**src/rtl/if_fetch_unit.sv**
```systemverilog
// Instruction-fetch stage. It issues sequential word fetches to a synchronous
// instruction ROM that has one cycle of read latency. Each returned word is
// paired with its PC and presented downstream. A one-entry hold buffer keeps
// that pair steady while the downstream stage stalls. A taken branch or jump
// from EX redirects the fetch address.
//
// Ports:
//   clk            system clock, rising edge
//   rstn           asynchronous active-low reset
//   stall          downstream hold; the presented instruction is not consumed
//   redirect_valid taken branch/jump from EX; takes priority over stall
//   redirect_pc    redirect target; low two bits are dropped and flagged
//   irom_en        ROM read request this cycle
//   irom_addr      ROM read address (word aligned)
//   irom_rdata     ROM data, valid the cycle after a request
//   pc_out         PC of the presented instruction (0 when not valid)
//   inst_out       presented instruction (NOP_INST when not valid)
//   inst_valid     pc_out/inst_out carry a live instruction
//   misalign       one-cycle registered pulse: last redirect target was misaligned
module if_fetch_unit #(
   parameter logic [31:0] RESET_PC = 32'h0000_0000,
   parameter int unsigned PC_STEP  = 4,
   parameter logic [31:0] NOP_INST = 32'h0000_0013
) (
   input  logic        clk,
   input  logic        rstn,
   input  logic        stall,
   input  logic        redirect_valid,
   input  logic [31:0] redirect_pc,
   output logic        irom_en,
   output logic [31:0] irom_addr,
   input  logic [31:0] irom_rdata,
   output logic [31:0] pc_out,
   output logic [31:0] inst_out,
   output logic        inst_valid,
   output logic        misalign
);

   localparam int unsigned XLEN = 32;

   logic [XLEN-1:0] pc_f;
   logic            resp_valid;
   logic [XLEN-1:0] resp_pc;
   logic            hold_valid;
   logic [XLEN-1:0] hold_pc;
   logic [XLEN-1:0] hold_inst;
   logic            src_valid;
   logic [XLEN-1:0] src_pc;
   logic [XLEN-1:0] src_inst;

   // A request is issued only when the stage advances. It is gated by rstn so
   // that nothing is issued while reset is asserted.
   assign irom_en   = rstn & ~stall & ~redirect_valid;
   assign irom_addr = pc_f;

   // The hold entry has priority over the in-flight response.
   assign src_valid = hold_valid | resp_valid;
   assign src_pc    = hold_valid ? hold_pc   : resp_pc;
   assign src_inst  = hold_valid ? hold_inst : irom_rdata;

   assign inst_valid = rstn & src_valid & ~redirect_valid;
   assign pc_out     = inst_valid ? src_pc   : '0;
   assign inst_out   = inst_valid ? src_inst : NOP_INST;

   // Fetch pointer, in-flight tracking, hold buffer and misalign flag.
   always_ff @(posedge clk or negedge rstn) begin
      if (!rstn) begin
         pc_f       <= RESET_PC;
         resp_valid <= 1'b0;
         resp_pc    <= '0;
         hold_valid <= 1'b0;
         hold_pc    <= '0;
         hold_inst  <= '0;
         misalign   <= 1'b0;
      end else begin
         misalign <= redirect_valid && (redirect_pc[1:0] != 2'b00);
         if (redirect_valid) begin
            pc_f       <= {redirect_pc[XLEN-1:2], 2'b00};
            resp_valid <= 1'b0;
            hold_valid <= 1'b0;
         end else if (stall) begin
            resp_valid <= 1'b0;
            // Catch the returning word; the ROM output is gone next cycle.
            if (resp_valid && !hold_valid) begin
               hold_valid <= 1'b1;
               hold_pc    <= resp_pc;
               hold_inst  <= irom_rdata;
            end
         end else begin
            // Presented word is consumed and the next fetch issues together.
            pc_f       <= pc_f + XLEN'(PC_STEP);
            resp_pc    <= pc_f;
            resp_valid <= 1'b1;
            hold_valid <= 1'b0;
         end
      end
   end

endmodule

```
**config.mk**
```make
export PLATFORM = sky130hd
export DESIGN_NAME = if_fetch_unit
export DESIGN_NICKNAME = d
export VERILOG_FILES = /design/src/rtl/if_fetch_unit.sv
export SDC_FILE = /design/constraint.sdc
export NUM_CORES = 1
export LEC_CHECK = 0
export ABC_AREA = 0
export CAP_MARGIN = 5
export CORE_ASPECT_RATIO = 1.4
export CORE_UTILIZATION = 44
export DETAILED_ROUTE_END_ITERATION = 10
export PLACE_DENSITY = 0.78
export SYNTH_ARGS = -nofsm -noshare
export SYNTH_HDL_FRONTEND = slang
export SYNTH_SLANG_ARGS = --single-unit
```
**constraint.sdc**
```tcl
create_clock -name clk -period 2.2 [get_ports clk]
set_clock_uncertainty 0.2 [all_clocks]
set_input_delay 0.44 -clock clk [delete_from_list [all_inputs] [get_ports clk]]
set_output_delay 0.44 -clock clk [all_outputs]
set_load 0.03 [all_outputs]
```
# Word-level counts from Yosys, hierarchy flattened
# Index checks and enable logic that the tools add are counted.
# classes
add_sub_neg	1
n_eq_ne	2
mux	11
bitwise_logic	7
n_reduce_logical	6
# ops
cell	n
$mux W32	6
$add A32 B3 Y32 const B	1
$mux W1	5
$and A1 B1 Y1	4
$ne A3 B1 Y1 const B	1
$reduce_and A3 Y1	1
$logic_and A1 B1 Y1	2
$ne A2 B1 Y1 const B	1
$not A1 Y1	2
$reduce_and A2 Y1	1
$reduce_bool A2 Y1	1
$logic_not A1 Y1	1
$or A1 B1 Y1	1
# word_totals
register_bits	131
elab_cells	34

# Logic depth before layout (Yosys ltp)
# logic_depth
depth_word	5
mapped_depth	7
ltp_nobuf	5

# Least setup slack after synthesis
# No wires, ideal clock.
# synth_timing
path_kind	register to output
from	register hold_valid
to	output port inst_out[0]
arrival_time_ns	1.820
slack_ns	-0.260
path_stages_with_launch	8
path_buffers	3
cell_sequence	dfrtp_1 > clkbuf_1 > nor2_1 > or2_2 > clkbuf_1 > clkbuf_1 > inv_1 > nand2_1
# synth_via
elab_chain_cells	4
elab_cells_between_ends	5
classes_between	mux: 2; bitwise: 3
# synth_lines
item	line	text
from (decl)	44	logic hold_valid;
from (signal assigned)	71	hold_valid <= 1'b0;
from (signal assigned)	80	hold_valid <= 1'b0;
from (signal assigned)	85	hold_valid <= 1'b1;
$or A1 B1 Y1	57	assign src_valid = hold_valid | resp_valid;
$and A1 B1 Y1 (2 in a row)	61	assign inst_valid = rstn & src_valid & ~redirect_valid;
via inst_valid	35	output logic inst_valid,
$mux W32	63	assign inst_out = inst_valid ? src_inst : NOP_INST;
to (decl)	34	output logic [31:0] inst_out,
# The timed path passes the listed nets, and every way through them passes these cells.

# Final worst setup path
# layout_timing
from	register hold_valid
to	output port inst_out[11]
# layout_via
elab_chain_cells	4
elab_cells_between_ends	5
classes_between	mux: 2; bitwise: 3
# layout_lines
item	line
$or A1 B1 Y1	57
$and A1 B1 Y1 (2 in a row)	61
$mux W32 (*)	63
# Mark *: on every way between the ends. The rest lies on a longest branch, timed or not.

==> results.toml <==
[synth]
async_reset_ff_share_pct = 100
yosysWarnings = 0
synth_edf_count = 0
synthFlopType = "dfrtp_1"
ys_ff_latch = 125
netlist_area_mm2 = 0.00624
ys_types = 38
postSynthAreaPerCell_um2 = 11.2
yosysSeqAreaShare_pct = 50.1
synthCells = 556

[sta]
rsz0062_at_grt = "true"
fin_crit_ns = 2.46
drv_slew = 0
slew_headroom_pct = 53.5
finalHoldViolations = 37
hold_ws_ns = -0.0535
setup_viol = 63
finalCritPeriodShare_pct = 112
setup_slack_ns = -0.257
setup-tns-final_ns = -12.18
worstMarginPinSlew_ns = 0.698
max_freq_mhz = 407

[worst_setup_path]
cpPeakStageDelay_ns = 0.46
r2r_slack_ns = 0.05
path_max_fanout = 6
path_cells = "nor2_4, or2_4, buf_4, buf_16, nor2_2, buf_6"
required_ns = 1.56
crit_arrival_ns = 1.82
cpMaxStageDelayCell = "dfrtp_4"
cp-end-kind = "output pin"
start_kind = "flip-flop"
crit_type = "flip-flop to output pin"

[die]
pin_count = 167
die-height_um = 143
core-area_mm2 = 0.0138
start_util_pct = 45.1
die_w_um = 103
num_rows = 51
dieArea_mm2 = 0.0147

[place]
portBuffers = 162
dpl_cell_area_mm2 = 0.00829
dpl.hpwl_mm = 11.2
routabilityCongestion = 0.837

[global_routing]
grt_antenna_before_repair = 0
track_usage_pct = 25.7
grt_pass1_vias = 5350
grt_pass1_wl_mm = 28.2
grt_overflow = 0
grt_max_degree = 126

[finish]
final_cell_area_mm2 = 0.0102
drive_gt1_share_pct = 49.2
syn_to_final_growth_pct = 63.0
fill_cells = 897
diodes = 0
final_nets = 834

[clocking]
cts_buffers = 17
clk_path_buf_depth = 2
clk_latency_ns = 0.41
cts.clk_slew.worst_paths_ns = 0.06
cts_tree = "done"
cts_max_level = 4
cts.sinks = 125
cts_hold_buf = 0
cts-root-buf = "clkbuf_16"

[flow_run]
max_cap_viol_count = 0

[power]
leakagePower_nw = 4.07
ir_worst_vdd_v = 0.000490
p_per_area_mw_per_mm2 = 770
power_frac_clock_pct = 36.7
power_mw = 7.84
p_sw_share_pct = 28.8
p_int_mw = 5.58
power_frac_seq_pct = 41.2
p_sw_mw = 2.26
p_comb_share_pct = 22.1

[routing]
routedWlPerCell_um = 20.3
ant_nets = 0
first_pass_iters = 8
drc_errors = 2
vias = 5291
wl_mm = 19.5
routed_via_density = 5.49
drt_iter0_drc = 178

[outcome]
status = "finished, violations left"
violations = "design-rule violations, negative hold slack, negative setup slack"

[hold_path]
hold_class = "input pin to asynchronous set/reset pin"
==> final timing paths <==
check                        startpoint            end  cells after the start
max                          hold_valid   inst_out[11]                      6
min                                rstn  irom_addr[20]                      2
max reg2reg                irom_addr[2]  irom_addr[22]                      5
min reg2reg                hold_inst[9]   hold_inst[9]                      1
max in group asynchronous          rstn     hold_valid                      2
min in group clk           hold_inst[9]   hold_inst[9]                      1
==> cells by family after synthesis <==
group | count (synthesis) | share of synthesized area [%]
buffers and inverters | 51 | 3.57
muxes | 155 | 26.7
and+or+nand+nor | 165 | 12.9
DFF | 125 | 50.1
AOI/OAI and AO/OA | 47 | 4.85
other | 1 | 0.0601
xor gates and xnor gates | 11 | 1.54
adders and majority gates | 1 | 0.200
==> cell usage after synthesis, types with 2 or more instances <==
master	count	area share, %
dfrtp_1	125	50
mux2_2	92	17
nor2_1	80	4.8
mux2i_1	63	10
clkbuf_1	31	1.9
nand2_1	23	1.4
or4_1	16	1.9
a31oi_1	15	1.5
o21ai_0	15	1.2
nand3_1	13	1.0
o31ai_1	13	1.6
xnor2_1	9	1.3
inv_1	7	0.42
buf_1	6	0.36
nand4_1	6	0.60
nor4_1	6	0.60
and3_1	4	0.40
buf_4	4	0.48
nor3_1	3	0.24
and4_1	2	0.28
buf_6	2	0.36
nor2b_1	2	0.20
o31a_1	2	0.28
or2_2	2	0.20
xor2_1	2	0.28
==> critical path: cells and delay by family (launching register included) <==
family,cells,cell delay (ns)
buffers and inverters,3,0.46
DFF,1,0.46
and+or+nand+nor,3,0.49
==> final cells by class <==
type / count / area (um2) / share of cell area [%]
multi-input combinational: 384 / 3590 / 35.3
timing repair buffer: 230 / 2560 / 25.1
clock buffer: 22 / 474 / 4.66
inverter: 7 / 33.8 / 0.332
sequential: 125 / 3150 / 31.0
clock inverter: 10 / 138 / 1.35
tap: 185 / 231 / 2.28
==> what timing repair did <==
action | in CTS | in global routing
setup buffers | 5 | 7
gates cloned | 7 | 5
pin swaps | 22 | 30
resized for setup | 204 | 61
endpoints found under the setup margin | 88 | 78
==> routing by layer <==
layer	GRT usage, %	vias up	share of wire, %
met5	0	-	0
li1	-	2416	-
met2	45.0	181	54
met4	11.0	0	3.2
met1	30.8	2655	39
met3	3.92	39	4.0
==> power by group through the flow <==
stage	combinational [mW]	clock, mW	sequential (mW)
floorplan	0.812	0	3.17
global placement	1.42	0	3.12
detailed placement	1.47	0	3.17
CTS	1.64	2.89	3.17
global route	1.84	3.04	3.29
finish	1.73	2.88	3.23
==> per-stage QoR <==
stage	hold WS (ns)	setup slack, ns	std cells	util (%)
2_1_floorplan	-0.0556	-0.111	559	-
3_3_place_gp	0.289	-0.391	907	59.9
3_5_place_dp	0.298	-0.422	907	59.9
4_1_cts	0.0115	-0.192	951	70.6
5_1_grt	0.0263	-0.333	963	73.5
6_report	-0.0535	-0.257	963	73.5
==> placed cells by master, fill, tap and decap left out, types with 6 or more instances in the layout <==
| cell type | n |
|---|---|
| dfrtp_2 | 14 |
| nand2_1 | 18 |
| nor2_4 | 51 |
| inv_1 | 6 |
| buf_12 | 11 |
| or4_1 | 13 |
| dfrtp_1 | 110 |
| buf_6 | 65 |
| mux2i_2 | 26 |
| mux2i_1 | 28 |
| nor4_1 | 6 |
| nor2_2 | 7 |
| mux2_2 | 92 |
| a31oi_1 | 15 |
| buf_4 | 43 |
| clkbuf_16 | 20 |
| o21ai_0 | 15 |
| nand3_1 | 10 |
| nor2_1 | 22 |
| xnor2_1 | 9 |
| buf_16 | 8 |
| dlygate4sd2_1 | 26 |
| nand4_1 | 6 |
| mux2i_4 | 9 |
| o31ai_1 | 13 |
| clkdlybuf4s50_1 | 66 |
==> registers in the layout (all words and copies together) (netlist names) <==
| register | flops |
|---|---|
| hold_valid | 1 |
| hold_pc | 30 |
| irom_addr | 30 |
| hold_inst | 32 |
| resp_pc | 30 |
| misalign | 1 |
| resp_valid | 1 |
Power figures use the tool's default switching activity.
